## config.mk

```make
export PLATFORM = sky130hd
export DESIGN_NAME = a2d_round_robin
export DESIGN_NICKNAME = d
export VERILOG_FILES = /design/src/rtl/a2d_pkg.sv /design/src/rtl/spi_mnrch.sv /design/src/rtl/a2d_round_robin.sv
export SDC_FILE = /design/constraint.sdc
export NUM_CORES = 1
export LEC_CHECK = 0
export BUFFER_PORTS_ARGS = -buffer_cell sky130_fd_sc_hd__buf_2
export CORE_ASPECT_RATIO = 0.9
export CORE_MARGIN = 2
export CORE_UTILIZATION = 60
export CTS_CLUSTER_DIAMETER = 200
export DETAILED_ROUTE_END_ITERATION = 10
export PLACE_DENSITY = 0.8
export SETUP_SLACK_MARGIN = 0.2
export SLEW_MARGIN = 15
export SYNTH_ARGS = -nofsm -noshare
export SYNTH_HDL_FRONTEND = slang
export SYNTH_SLANG_ARGS = --single-unit
```

## constraint.sdc

```tcl
create_clock -name clk -period 3.9 [get_ports clk]
set_input_delay 1.17 -clock clk [delete_from_list [all_inputs] [get_ports clk]]
set_output_delay 1.17 -clock clk [all_outputs]
set_load 0.005 [all_outputs]
```

## src/rtl/a2d_pkg.sv

```systemverilog
`default_nettype none
// ============================================================================
// a2d_pkg : shared types and constants for the ADC128S round-robin sampler
// Revision: 1.0
// ============================================================================
package a2d_pkg;

  typedef enum logic [2:0] {
    IDLE    = 3'd0,
    XFER1   = 3'd1,
    GAP     = 3'd2,
    XFER2   = 3'd3,
    CAPTURE = 3'd4
  } a2d_state_e;

  typedef enum logic [1:0] {
    SPI_IDLE  = 2'd0,
    SPI_SHIFT = 2'd1,
    SPI_BACK  = 2'd2,
    SPI_DONE  = 2'd3
  } spi_state_e;

  // SCLK runs at clk / 2**SCLK_DIV_W
  localparam int SCLK_DIV_W = 5;

  localparam logic [2:0] CH_LFT   = 3'd0;
  localparam logic [2:0] CH_RGHT  = 3'd4;
  localparam logic [2:0] CH_STEER = 3'd5;
  localparam logic [2:0] CH_BATT  = 3'd6;

  function automatic logic [2:0] rr_to_chnl(input logic [1:0] rr);
    logic [2:0] ch;
    case (rr)
      2'd0:    ch = CH_LFT;
      2'd1:    ch = CH_RGHT;
      2'd2:    ch = CH_STEER;
      default: ch = CH_BATT;
    endcase
    return ch;
  endfunction

  function automatic logic [15:0] chnl_cmd(input logic [2:0] ch);
    return {2'b00, ch, 11'h000};
  endfunction

endpackage
`default_nettype wire

```

## src/rtl/spi_mnrch.sv

```systemverilog
`default_nettype none
// ============================================================================
// spi_mnrch : 16-bit SPI master, SCLK idle high, MOSI on fall, MISO on rise
// Revision: 1.0
// ============================================================================
module spi_mnrch
  import a2d_pkg::*;
(
  input  logic        clk,
  input  logic        rst_n,
  input  logic        wrt,
  input  logic [15:0] cmd,
  output logic        done,
  output logic [15:0] rd_data,
  output logic        SS_n,
  output logic        SCLK,
  output logic        MOSI,
  input  logic        MISO
);

  localparam logic [SCLK_DIV_W-1:0] DIV_FALL = {1'b0, {(SCLK_DIV_W-1){1'b1}}};
  localparam logic [SCLK_DIV_W-1:0] DIV_RISE = {SCLK_DIV_W{1'b1}};

  spi_state_e            state_q, state_d;
  logic [SCLK_DIV_W-1:0] div_q, div_d;
  logic [4:0]            bit_q, bit_d;
  logic [15:0]           tx_q, tx_d;
  logic [15:0]           rx_q, rx_d;
  logic                  ss_n_q, ss_n_d;
  logic                  sclk_q, sclk_d;
  logic                  mosi_q, mosi_d;
  logic                  done_q, done_d;

  always_ff @(posedge clk or negedge rst_n) begin
    if (!rst_n) begin
      state_q <= SPI_IDLE;
      div_q   <= '0;
      bit_q   <= '0;
      tx_q    <= '0;
      rx_q    <= '0;
      ss_n_q  <= 1'b1;
      sclk_q  <= 1'b1;
      mosi_q  <= 1'b0;
      done_q  <= 1'b0;
    end else begin
      state_q <= state_d;
      div_q   <= div_d;
      bit_q   <= bit_d;
      tx_q    <= tx_d;
      rx_q    <= rx_d;
      ss_n_q  <= ss_n_d;
      sclk_q  <= sclk_d;
      mosi_q  <= mosi_d;
      done_q  <= done_d;
    end
  end

  always_comb begin
    state_d = state_q;
    div_d   = div_q;
    bit_d   = bit_q;
    tx_d    = tx_q;
    rx_d    = rx_q;
    ss_n_d  = ss_n_q;
    sclk_d  = sclk_q;
    mosi_d  = mosi_q;
    done_d  = 1'b0;
    case (state_q)
      SPI_IDLE: begin
        if (wrt) begin
          ss_n_d  = 1'b0;
          div_d   = '0;
          bit_d   = '0;
          tx_d    = cmd;
          state_d = SPI_SHIFT;
        end
      end
      SPI_SHIFT: begin
        div_d = div_q + SCLK_DIV_W'(1);
        if (div_q == DIV_FALL) begin
          sclk_d = 1'b0;
          mosi_d = tx_q[15];
          tx_d   = {tx_q[14:0], 1'b0};
        end
        if (div_q == DIV_RISE) begin
          sclk_d = 1'b1;
          rx_d   = {rx_q[14:0], MISO};
          bit_d  = bit_q + 5'd1;
          if (bit_q == 5'd15) state_d = SPI_BACK;
        end
      end
      // SS_n is released before done so the slave sees a clean frame end
      SPI_BACK: begin
        ss_n_d  = 1'b1;
        mosi_d  = 1'b0;
        state_d = SPI_DONE;
      end
      SPI_DONE: begin
        done_d  = 1'b1;
        state_d = SPI_IDLE;
      end
      default: state_d = SPI_IDLE;
    endcase
  end

  assign done    = done_q;
  assign rd_data = rx_q;
  assign SS_n    = ss_n_q;
  assign SCLK    = sclk_q;
  assign MOSI    = mosi_q;

endmodule
`default_nettype wire

```

## src/rtl/a2d_round_robin.sv

```systemverilog
`default_nettype none
// ============================================================================
// a2d_round_robin : cycles ADC128S channels 0/4/5/6 into four result registers
// Revision: 1.0
// ============================================================================
module a2d_round_robin
  import a2d_pkg::*;
(
  input  logic        clk,
  input  logic        rst_n,
  input  logic        nxt,
  output logic [11:0] lft_ld,
  output logic [11:0] rght_ld,
  output logic [11:0] steer_pot,
  output logic [11:0] batt,
  output logic        cnv_cmplt,
  output logic        busy,
  output logic        SS_n,
  output logic        SCLK,
  output logic        MOSI,
  input  logic        MISO
);

  a2d_state_e  state_q, state_d;
  logic [1:0]  rr_q, rr_d;
  logic [11:0] lft_q, lft_d;
  logic [11:0] rght_q, rght_d;
  logic [11:0] steer_q, steer_d;
  logic [11:0] batt_q, batt_d;
  logic        cnv_q, cnv_d;
  logic        busy_q, busy_d;

  logic        wrt;
  logic        spi_done;
  logic [15:0] spi_rd_data;
  logic [15:0] spi_cmd;
  logic [3:0]  rd_hi_unused;

  assign spi_cmd      = chnl_cmd(rr_to_chnl(rr_q));
  assign rd_hi_unused = spi_rd_data[15:12];

  spi_mnrch u_spi (
    .clk     (clk),
    .rst_n   (rst_n),
    .wrt     (wrt),
    .cmd     (spi_cmd),
    .done    (spi_done),
    .rd_data (spi_rd_data),
    .SS_n    (SS_n),
    .SCLK    (SCLK),
    .MOSI    (MOSI),
    .MISO    (MISO)
  );

  always_ff @(posedge clk or negedge rst_n) begin
    if (!rst_n) begin
      state_q <= IDLE;
      rr_q    <= 2'd0;
      lft_q   <= 12'h000;
      rght_q  <= 12'h000;
      steer_q <= 12'h000;
      batt_q  <= 12'h000;
      cnv_q   <= 1'b0;
      busy_q  <= 1'b0;
    end else begin
      state_q <= state_d;
      rr_q    <= rr_d;
      lft_q   <= lft_d;
      rght_q  <= rght_d;
      steer_q <= steer_d;
      batt_q  <= batt_d;
      cnv_q   <= cnv_d;
      busy_q  <= busy_d;
    end
  end

  // The first frame only addresses the channel; the ADC returns that
  // channel's sample during the second frame.
  always_comb begin
    state_d = state_q;
    rr_d    = rr_q;
    lft_d   = lft_q;
    rght_d  = rght_q;
    steer_d = steer_q;
    batt_d  = batt_q;
    cnv_d   = 1'b0;
    busy_d  = busy_q;
    wrt     = 1'b0;
    case (state_q)
      IDLE: begin
        if (nxt) begin
          wrt     = 1'b1;
          busy_d  = 1'b1;
          state_d = XFER1;
        end
      end
      XFER1: if (spi_done) state_d = GAP;
      GAP: begin
        wrt     = 1'b1;
        state_d = XFER2;
      end
      XFER2: if (spi_done) state_d = CAPTURE;
      CAPTURE: begin
        case (rr_q)
          2'd0:    lft_d   = spi_rd_data[11:0];
          2'd1:    rght_d  = spi_rd_data[11:0];
          2'd2:    steer_d = spi_rd_data[11:0];
          default: batt_d  = spi_rd_data[11:0];
        endcase
        cnv_d   = 1'b1;
        rr_d    = rr_q + 2'd1;
        busy_d  = 1'b0;
        state_d = IDLE;
      end
      default: state_d = IDLE;
    endcase
  end

  assign lft_ld    = lft_q;
  assign rght_ld   = rght_q;
  assign steer_pot = steer_q;
  assign batt      = batt_q;
  assign cnv_cmplt = cnv_q;
  assign busy      = busy_q;

endmodule
`default_nettype wire

```

=== Word-level counts from Yosys, hierarchy flattened ===
Cells that the tools add are included.

* Output and inout bits: 53
* Register bits after elaboration: 99
* Input port bits: 4

* Bitwise gates (word level): 1
* Reduce and logical (&&, ||, !) cells: 23
* Equality and inequality tests: 19
* Add/sub/neg operators: 3
* Muxes and demuxes: 28

{| class="wikitable"
|+ Operator list
! kind !! number
|-
| $mux 16 || 2
|-
| $pmux 16 s2 || 1
|-
| $pmux 5 s2 || 2
|-
| $reduce_and 2->1 || 10
|-
| $ne 2x1->1 const B || 6
|-
| $pmux 3 s4 || 1
|-
| $reduce_and 3->1 || 4
|-
| $add 5x1->5 const B || 2
|-
| $eq 5x4->1 const B || 2
|-
| $mux 5 || 2
|-
| $reduce_bool 2->1 || 5
|-
| $mux 3 || 3
|-
| $pmux 3 s3 || 1
|-
| $mux 1 || 8
|-
| $pmux 1 s2 || 4
|-
| $pmux 2 s4 || 1
|-
| $eq 2x2->1 const B || 3
|-
| $eq 3x2->1 const B || 2
|-
| $mux 2 || 3
|-
| $eq 5x5->1 const B || 1
|-
| $eq 2x1->1 const B || 2
|-
| $logic_not 2->1 || 2
|-
| $eq 3x1->1 const B || 1
|-
| $eq 3x3->1 const B || 1
|-
| other kinds (5) || 5
|}

=== Logic depth before layout (Yosys ltp) ===
Gate-level depths: netlist (run 1).

* Depth after elaboration: 4
* Gate-level depth with buffers: 8
* Gate-level depth less buffers: 7

=== By module ===
Synthesis (run 1) repeated with hierarchy kept, for this count alone.

* Cell total of the unflattened synthesis: 332
* Area, all modules: 4639.4 um^2

{| class="wikitable"
|+ By module, submodules not included
! module !! cells an instance !! area each (um^2) !! instances
|-
| spi_mnrch || 197 || 2454.9 || 1
|-
| a2d_round_robin || 135 || 2184.6 || 1
|}

=== Least setup slack after synthesis (run 1) ===
No wires, ideal clock.

* Kind: input to register
* Start point: input port nxt
* End point: register u_spi.div_q[0]
* Stages on the path: 5
* Arrival time: 2020 ps
* Path buffers: 1
* Setup slack: 1786 ps
* Data required time: 3806 ps
* Cells stage by stage: or2_4 and2_1 buf_6 xnor2_1 a221oi_2

* Longest elaborated chain between the ends: 4

{| class="wikitable"
|+ RTL lines
! item !! line !! source
|-
| start, declared || a2d_round_robin.sv:11 || <nowiki>input logic nxt,</nowiki>
|-
| $mux 1 || a2d_round_robin.sv:91 || <nowiki>if (nxt) begin</nowiki>
|-
| $pmux 1 s2 || a2d_round_robin.sv:89 || <nowiki>case (state_q)</nowiki>
|-
| $ne 2x1->1 (no line) || -- ||
|-
| $reduce_and 2->1 (no line) || -- ||
|-
| end signal, assigned || spi_mnrch.sv:47 || <nowiki>div_q <= div_d;</nowiki>
|-
| end, declared || spi_mnrch.sv:25 || <nowiki>logic [SCLK_DIV_W-1:0] div_q, div_d;</nowiki>
|}

No other way between the ends.
A chain may end at the register's enable or synchronous reset.

=== Worst setup path after layout (run 1) ===
* Start point: register u_spi.div_q[0]
* End point: register u_spi.bit_q[4]

* Longest elaborated chain between the ends: 3

{| class="wikitable"
|+ RTL lines
! item !! line !! source
|-
| $eq 5x5->1 || spi_mnrch.sv:85 || <nowiki>if (div_q == DIV_RISE) begin</nowiki>
|-
| $ne 2x1->1 (no line) || -- ||
|-
| $reduce_and 3->1 (no line) || -- ||
|-
| end signal, assigned || spi_mnrch.sv:48 || <nowiki>bit_q <= bit_d;</nowiki>
|-
| end, declared || spi_mnrch.sv:26 || <nowiki>logic [4:0] bit_q, bit_d;</nowiki>
|}

No other way between the ends.

==> results.json, run 1 <==
{
  "drc_errors": 0,
  "synth_mux_area_share_pct": 17.8,
  "seq_area_frac_synth_pct": 55.5,
  "grt_max_degree": 66,
  "rsz0062_at_grt": "false",
  "ir_drop_uv": 311,
  "synthArstFlopShare_pct": 100,
  "synthCells": 311,
  "antenna_cells": 0,
  "cts.sinks": 88,
  "yosys.area_share.adder_pct": 4.72,
  "hp-class": "flop to flop",
  "skew_ns": 0.0106,
  "critPathTopFamily": "simple AND/OR/NAND/NOR gates",
  "p_per_area_nw_per_um2": 352,
  "grt_pass1_wl_mm": 12.3,
  "multi_input_area_um2": 1620,
  "initial_core_util_pct": 61.3,
  "drv_slew": 0,
  "final_common_cell": "dfrtp_1",
  "arrival_ns": 2.63,
  "path_max_fanout": 14,
  "outcome": "finished, final reports clean",
  "synth_xor_area_share_pct": 0.661,
  "drtIter0Drc": 208,
  "dr_total_vias": 2583,
  "hold_buffers": 0,
  "fp.dieH_um": 81.2,
  "die-area_um2": 7290,
  "final_nets": 386,
  "synth_edf_count": 0,
  "worst_path_largest_cell_delay_ns": 0.49,
  "gp_congestion": 0.824,
  "clkPwrFrac_pct": 40.7,
  "vias_per_cell": 5.59,
  "yosysUniqueCellTypes": 47,
  "cts_buffers": 9,
  "maxCapViolations": 0,
  "drive_gt1_share_pct": 29.0,
  "yosysWarnings": 0,
  "slowest_stage": "nand2_1",
  "p_switching_mw": 0.347,
  "crit_chain": "ha_1, and3_1, ha_1, nand2_1, a2bb2oi_1, nor2_1, a221o_1",
  "setup_violations": 0,
  "grt_antenna_before_repair": 0,
  "grt_usage_pct": 21.8,
  "avgSynthCellArea_um2": 12.8,
  "period_needed_ns": 2.38,
  "swShare_pct": 21.9,
  "fin_hold_ws_ns": 0.474,
  "ys.flop_type": "dfrtp_1",
  "postCtsSetupRepairBufs": 0,
  "synth-compound-area-share_pct": 8.53,
  "core_area_um2": 6480,
  "insertion_delay_ns": 0.37,
  "cts_tree": "done",
  "regArea_um2": 2200,
  "pin_count": 57,
  "path_clk_slew_ns": 0.09,
  "wl_per_cell_um": 16.2,
  "startpoint_type": "flop",
  "p_comb_share_pct": 1.5,
  "final_cell_mix": "dfrtp_1 (86), buf_2 (55), mux2_1 (41)",
  "nFillCells": 474,
  "fin_crit_sh_pct": 61.0,
  "end_kind": "flop",
  "fin_tns_setup_ns": 0,
  "post_cts_resize_count": 0,
  "dieWidth_um": 89.8,
  "htreeDepth": 3,
  "drtAntennaViolNets": 0,
  "overflow": 0,
  "core.rowCount": 28,
  "wl_mm": 7.46,
  "syn_area_um2": 3980,
  "hold_viol": 0,
  "worst_pin_slew_ns": 0.787,
  "numPortBuffers": 56,
  "pre_cts_slack_ns": 1.49,
  "synth_simple_gate_area_share_pct": 9.10,
  "cp.buffers_inverters": 0,
  "grt_pass1_vias": 2465,
  "power.share.sequential_pct": 57.9,
  "clk_path_buf_depth": 2,
  "intPower_mw": 1.24,
  "clockRootBuffer": "clkbuf_8",
  "cp_data_required_time_ns": 4.15,
  "synth_seq_cells": 88,
  "slew_headroom_pct": 47.5,
  "fin_ws_ns": 1.52,
  "synth_top_family_by_area": "multiplexers",
  "max_freq_mhz": 420,
  "p_leak_nw": 2.39,
  "dp_hpwl_mm": 5.10,
  "synth.net_count": 330,
  "area_growth_pct": 13.2,
  "cpMostUsedCell": "ha_1",
  "path_class": "flop to flop",
  "drt_pass1_iterations": 4
}
==> flip-flops by register name, summed over array words and instances, names as in the netlist <==
signal,count
u_spi.MOSI,1
u_spi.tx_q,5
batt,12
cnv_cmplt,1
lft_ld,12
u_spi.rd_data,12
u_spi.div_q,5
u_spi.SCLK,1
rght_ld,12
u_spi.done,1
state_q,3
steer_pot,12
u_spi.bit_q,5
busy,1
u_spi.SS_n,1
u_spi.state_q,2
rr_q,2
==> synthesized netlist by cell type, drive strengths merged (2+ instances only) <==
cell type   n  area [um^2]
ha         15          188
dfstp       2         52.6
mux2       61          687
o221ai      5         43.8
buf         9         81.3
nand3       7         35.0
o22ai       8         50.1
nor3        6         35.0
and3        7         63.8
nand2b      6         37.5
xnor2       2         17.5
nand2      23         88.8
inv        13         48.8
dfrtp      86         2150
mux2i       2         20.0
a221o       3         30.0
clkbuf      5         18.8
a22oi       3         22.5
and2        2         12.5
a21oi      12         75.1
nor2       14         62.6
o21ai       6         30.0
==> metal layers <==
metal	part of all wire (%)	wire length (um)	global-route usage [%]
met4	1.3	95	8.31
met2	50	3720	36.0
met1	44	3310	28.4
met5	0	0	0
met3	4.5	339	5.75
==> layout make-up <==
type / instances / share of cell area [%]
inverter: 13 / 1.08
clock buffer: 11 / 3.14
tap: 90 / 2.50
multi-input combinational: 196 / 36.1
clock inverter: 5 / 1.42
sequential: 88 / 49.0
timing repair buffer: 59 / 6.79
==> power groups by stage <==
| stage | sequential, mW | combinational [mW] | clock [mW] |
|---|---|---|---|
| after global placement | 0.934 | 0.0247 | 0 |
| after floorplan | 0.933 | 0.00292 | 0 |
| after global routing | 0.916 | 0.0282 | 0.684 |
| final | 0.916 | 0.0235 | 0.644 |
| after detailed placement | 0.934 | 0.0250 | 0 |
| after CTS | 0.916 | 0.0250 | 0.658 |
==> worst reg2reg max path: stages (launching register included) <==
cell       delay, ns
dfrtp_1         0.44
ha_1            0.25
and3_1          0.21
ha_1            0.32
nand2_1         0.49
a2bb2oi_1       0.23
nor2_1          0.06
a221o_1         0.28
==> cells by family (layout without fill, tap and decap cells) <==
family / Yosys count / after routing
flip-flops: 88 / 88
AND/OR/NAND/NOR: 68 / 68
multiplexers: 63 / 63
AO/OA/AOI/OAI: 47 / 47
buffers and inverters: 27 / 88
adder cells (fa/ha/maj): 15 / 15
XOR/XNOR: 3 / 3
==> stage by stage <==
stage               cell area, um^2  instances  utilization, %  total power, mW
finish                         4500        462            69.4             1.58
global route                   4500        462            69.4             1.63
CTS                            4500        462            69.4             1.60
detailed placement             4290        446            66.2            0.959
global placement               4290        446            66.2            0.958
floorplan                      3980        311               -            0.936
==> final timing paths <==
kind                                   to           start  depth (start not counted)  slack (ns)
hold / removal                 u_spi.SCLK      u_spi.SCLK                          2        0.47
setup reg to reg           u_spi.bit_q[4]  u_spi.div_q[0]                          7        1.52
min in group asynchronous         rr_q[1]           rst_n                          1        0.87
max in group asynchronous      u_spi.SS_n           rst_n                          2        2.28
setup / recovery           u_spi.bit_q[4]  u_spi.div_q[0]                          7        1.52
hold reg to reg                u_spi.SCLK      u_spi.SCLK                          2        0.47
Power figures use the tool's default switching activity.
==> inputs of run 2 (changes only) <==
Settings changed: CORE_UTILIZATION 60 to 51, PLACE_DENSITY 0.8 to 0.72.
Clock period 3.9 ns to 2.1 ns, I/O delays scaled along.
==> run 2 against run 1 <==
Final cell count is 3.5% higher; highest routed layer unchanged; die area is 17% higher; sequential share of layout area is 0.86 points lower; largest cell class unchanged; combinational power is 110% higher; register-to-register slack worse by 1.3 ns; core utilization is 8.7 points lower; critical path depth is 1 lower; design area is 1.8% higher; clock power is 72% higher; routed wire length is 6.6% higher; hold slack worse by 0.27 ns; first-iteration DRC count is 49% lower.
==> results.json, run 2 (synthesis results as in run 1) <==
{
  "hp-class": "input port to async pin",
  "path_max_fanout": 12,
  "drt_pass1_iterations": 4,
  "grt_pass1_wl_mm": 13.2,
  "antenna_cells": 0,
  "grt_usage_pct": 19.7,
  "final_common_cell": "dfrtp_1",
  "core.rowCount": 30,
  "power.share.sequential_pct": 59.5,
  "grt_pass1_vias": 2691,
  "final_cell_mix": "dfrtp_1 (86), buf_2 (55), mux2_1 (41)",
  "ir_drop_uv": 407,
  "p_switching_mw": 0.676,
  "cts_buffers": 9,
  "core_area_um2": 7540,
  "fin_tns_setup_ns": 0,
  "die-area_um2": 8520,
  "clk_path_buf_depth": 2,
  "drtIter0Drc": 107,
  "setup_violations": 0,
  "clockRootBuffer": "clkbuf_8",
  "fin_crit_sh_pct": 87.8,
  "dr_total_vias": 2590,
  "pin_count": 57,
  "end_kind": "flop",
  "worst_path_largest_cell_delay_ns": 0.40,
  "drv_slew": 0,
  "numPortBuffers": 56,
  "p_leak_nw": 2.44,
  "fin_area_um2": 4580,
  "outcome": "finished, final reports clean",
  "maxCapViolations": 0,
  "slew_headroom_pct": 68.9,
  "cp_data_required_time_ns": 2.35,
  "wl_mm": 7.96,
  "postPlaceCellArea_um2": 4360,
  "path_class": "flop to flop",
  "p_comb_share_pct": 1.7,
  "fin_hold_ws_ns": 0.200,
  "swShare_pct": 23.7,
  "initial_core_util_pct": 52.7,
  "grt_max_degree": 35,
  "fp.dieH_um": 87.8,
  "startpoint_type": "flop",
  "intPower_mw": 2.18,
  "drc_errors": 0,
  "dp_hpwl_mm": 5.48,
  "worst_pin_slew_ns": 0.467,
  "totalPowerFinal_mw": 2.86,
  "nFillCells": 629,
  "p_per_area_nw_per_um2": 624,
  "arrival_ns": 2.09,
  "clkPwrFrac_pct": 38.8,
  "overflow": 0,
  "grt_antenna_before_repair": 0,
  "path_clk_slew_ns": 0.10,
  "crit_chain": "ha_1, and3_1, ha_1, nand2_1, buf_4, mux2_2",
  "cts_tree": "done",
  "htreeDepth": 3,
  "max_freq_mhz": 542,
  "skew_ns": 0.0114,
  "vias_per_cell": 5.42,
  "insertion_delay_ns": 0.36,
  "period_needed_ns": 1.84,
  "dieWidth_um": 97.1,
  "hold_viol": 0,
  "drtAntennaViolNets": 0,
  "wl_per_cell_um": 16.6,
  "drive_gt1_share_pct": 31.4,
  "rsz0062_at_grt": "false",
  "slowest_stage": "dfrtp_1",
  "cpMostUsedCell": "ha_1",
  "cts.sinks": 88,
  "hold_buffers": 0,
  "final_nets": 396,
  "gp_congestion": 0.803,
  "area_growth_pct": 15.2
}
-- run 2: cell types whose count changed in the layout (fill, tap and decap cells not counted) --
cell,previous run,this run
buf_12,0,1
buf_4,4,13
bufinv_16,1,0
clkbuf_1,1,0
clkinvlp_4,1,2
ha_1,15,14
ha_2,0,1
inv_6,1,2
-- run 2: final timing paths --
check	start	end	slack [ns]	cells past startpoint
max	u_spi.div_q[0]	u_spi.rd_data[4]	0.26	6
min	rst_n	lft_ld[1]	0.20	1
max reg2reg	u_spi.div_q[0]	u_spi.rd_data[4]	0.26	6
min reg2reg	steer_pot[5]	steer_pot[5]	0.49	1
max in group asynchronous	rst_n	batt[7]	1.24	2
min in group clk	steer_pot[5]	steer_pot[5]	0.49	1
-- run 2: repair_timing --
action | 4_1_cts | 5_1_grt
gates resized for setup | 0 | 1
pin swaps | 0 | 1
cloned | 0 | 0
buffers inserted | 1 | 3
setup endpoints to repair | 3 | 9
-- run 2: per-stage QoR --
stage,setup WS [ns],utilization (%),cells
6_report,0.255,60.7,478
5_1_grt,0.202,60.7,478
4_1_cts,0.248,60.3,475
3_5_place_dp,0.197,57.8,458
3_3_place_gp,0.246,57.8,458
2_1_floorplan,0.249,-,311
-- run 2: cell type report --
class / instances / area [um^2] / share of cell area (%)
Sequential cell: 88 / 2200 / 48.2
Tap cell: 96 / 120 / 2.62
Multi-Input combinational cell: 196 / 1620 / 35.5
Inverter: 13 / 48.8 / 1.07
Timing Repair Buffer: 69 / 393 / 8.58
Clock inverter: 6 / 50.0 / 1.09
Clock buffer: 10 / 138 / 3.01
-- run 2: layer usage --
| metal | GRT usage, % | wire [um] | vias to the layer above |
|---|---|---|---|
| li1 | - | - | 1232 |
| met2 | 32.4 | 3840 | 59 |
| met1 | 26.0 | 3660 | 1294 |
| met4 | 6.02 | 70 | 0 |
| met5 | 0 | 0 | - |
| met3 | 5.51 | 380 | 5 |
-- run 2: power by group through the flow --
stage | Clock [mW] | Sequential (mW) | Combinational [mW]
4_1_cts | 1.14 | 1.70 | 0.0514
3_3_place_gp | 0 | 1.73 | 0.0498
5_1_grt | 1.21 | 1.70 | 0.0580
6_report | 1.11 | 1.70 | 0.0485
3_5_place_dp | 0 | 1.73 | 0.0514
2_1_floorplan | 0 | 1.73 | 0.00543
-- run 2: worst max-delay path: cells and delay by family, from the launching register on --
kind	cells	cell delay, ns
mux	1	0.36
simple gates	2	0.33
buf+inv	1	0.22
flops	1	0.40
fa+ha+maj	2	0.43
==> inputs of run 3 (changes only) <==
Settings changed: RECOVER_POWER set to 50.
==> run 3 against run 2 <==
Die area stayed put; largest cell class unchanged; sequential share of layout area is 0.37 points higher; clock skew hardly changed; non-clock buffer count stayed put; via count is 0.31% higher; global-route usage stayed put; design area is 0.77% lower; critical endpoint unchanged; sequential cell count stayed put.
==> results.json, run 3 (synthesis results as in run 1) <==
{
  "p_per_area_nw_per_um2": 628,
  "clockRootBuffer": "clkbuf_8",
  "cts.sinks": 88,
  "path_max_fanout": 12,
  "outcome": "finished, final reports clean",
  "dp_hpwl_mm": 5.48,
  "pre_cts_slack_ns": 0.197,
  "period_needed_ns": 1.85,
  "drv_slew": 0,
  "p_comb_share_pct": 1.5,
  "fin_area_um2": 4540,
  "cpMostUsedCell": "ha_1",
  "grt_usage_pct": 19.7,
  "path_class": "flop to flop",
  "rsz0062_at_grt": "false",
  "arrival_ns": 2.09,
  "clk_path_buf_depth": 2,
  "core.rowCount": 30,
  "postPlaceCellArea_um2": 4360,
  "r2r_end": "u_spi.rd_data[4]",
  "worst_pin_slew_ns": 0.845,
  "power.share.sequential_pct": 59.7,
  "gp_congestion": 0.803,
  "area_growth_pct": 14.3,
  "met2_length_mm": 3.84,
  "htreeDepth": 3,
  "reg2reg_from": "u_spi.div_q[0]",
  "startpoint_type": "flop",
  "endpoint": "u_spi.rd_data[4]",
  "worst_path_largest_cell_delay_ns": 0.40,
  "drc_errors": 0,
  "top_layer": "met4",
  "cts_buffers": 9,
  "final_cell_mix": "dfrtp_1 (86), buf_2 (50), mux2_1 (41)",
  "r2r_setup_slack_ns": 0.25,
  "maxCapViolations": 0,
  "max_freq_mhz": 542,
  "nFillCells": 636,
  "initial_core_util_pct": 52.7,
  "fin_crit_sh_pct": 87.9,
  "dieWidth_um": 97.1,
  "final_common_cell": "dfrtp_1",
  "core_area_um2": 7540,
  "drtAntennaViolNets": 0,
  "skew_ns": 0.0116,
  "slowest_stage": "dfrtp_1",
  "wl_mm": 7.96,
  "grt_pass1_vias": 2691,
  "pin_count": 57,
  "fp.dieH_um": 87.8,
  "wl_per_cell_um": 16.6,
  "end_kind": "flop",
  "critPathTopFamily": "adder cells",
  "hp-class": "input port to async pin",
  "grt_max_degree": 35,
  "insertion_delay_ns": 0.36,
  "ir_drop_uv": 407,
  "p_switching_mw": 0.673,
  "grt_pass1_wl_mm": 13.2,
  "cp_num_cells": 6,
  "final_nets": 396,
  "drive_gt1_share_pct": 29.3,
  "numPortBuffers": 56,
  "fin_tns_setup_ns": 0,
  "wl_met3_um": 394,
  "drt_pass1_iterations": 4,
  "fin_ws_ns": 0.255,
  "crit_chain": "ha_1, and3_1, ha_1, nand2_1, buf_4, mux2_2",
  "swShare_pct": 23.6,
  "regArea_um2": 2200,
  "cp.buffers_inverters": 1,
  "dr_total_vias": 2598,
  "cp_data_required_time_ns": 2.35,
  "ff2ff_path_depth": 6,
  "clkPwrFrac_pct": 38.8,
  "cts_tree": "done",
  "crit_start": "u_spi.div_q[0]",
  "hold_buffers": 0,
  "p_leak_nw": 2.40,
  "slew_headroom_pct": 43.7,
  "path_clk_slew_ns": 0.10,
  "hold_viol": 0,
  "antenna_cells": 0,
  "grt_antenna_before_repair": 0,
  "overflow": 0,
  "vias_per_cell": 5.44,
  "wl_met1_mm": 3.65,
  "multi_input_area_um2": 1620,
  "setup_violations": 0,
  "intPower_mw": 2.18,
  "die-area_um2": 8520,
  "drtIter0Drc": 105
}
[run 3: how the worst min path moves through the flow]
stage / endpoint / slack, ns / depth (start not counted)
final: lft_ld[1] / 0.35 / 1
after global routing: steer_pot[1] / 0.43 / 1
after CTS: rght_ld[1] / 0.21 / 1
after detailed placement: rght_ld[11] / 0.47 / 1
after global placement: batt[8] / 0.46 / 1
after floorplan: batt[0] / 0.33 / 0
[run 3: timing repair]
| item | in CTS | in global routing |
|---|---|---|
| pin swaps | 0 | 1 |
| resized for setup | 0 | 1 |
| setup buffers | 1 | 3 |
| endpoints found under the setup margin | 3 | 9 |
| hold endpoints to repair | 0 | 0 |
[run 3: metrics by stage]
step | power (mW) | hold slack, ns | util [%] | instances
3_5_place_dp | 1.79 | 0.469 | 57.8 | 458
6_report | 2.85 | 0.350 | 60.2 | 478
4_1_cts | 2.89 | 0.209 | 60.3 | 475
2_1_floorplan | 1.74 | 0.334 | - | 311
3_3_place_gp | 1.78 | 0.462 | 57.8 | 458
5_1_grt | 2.96 | 0.426 | 60.2 | 478
[run 3: power groups by stage]
stage	sequential (mW)	clock, mW	combinational (mW)
finish	1.70	1.11	0.0427
global route	1.70	1.21	0.0519
CTS	1.70	1.14	0.0514
detailed placement	1.73	0	0.0514
global placement	1.73	0	0.0498
floorplan	1.73	0	0.00543
[run 3: area by class of cell]
cell class / instances / share of cell area [%]
Multi-Input combinational cell: 196 / 35.6
Tap cell: 96 / 2.64
Sequential cell: 88 / 48.5
Clock buffer: 10 / 3.03
Timing Repair Buffer: 69 / 7.99
Inverter: 13 / 1.07
Clock inverter: 6 / 1.10
[run 3: per-layer routing]
| metal | track usage (%) | up-vias |
|---|---|---|
| met5 | 0 | - |
| met4 | 6.02 | 0 |
| met3 | 5.51 | 5 |
| met2 | 32.4 | 59 |
| met1 | 26.0 | 1300 |
| li1 | - | 1234 |
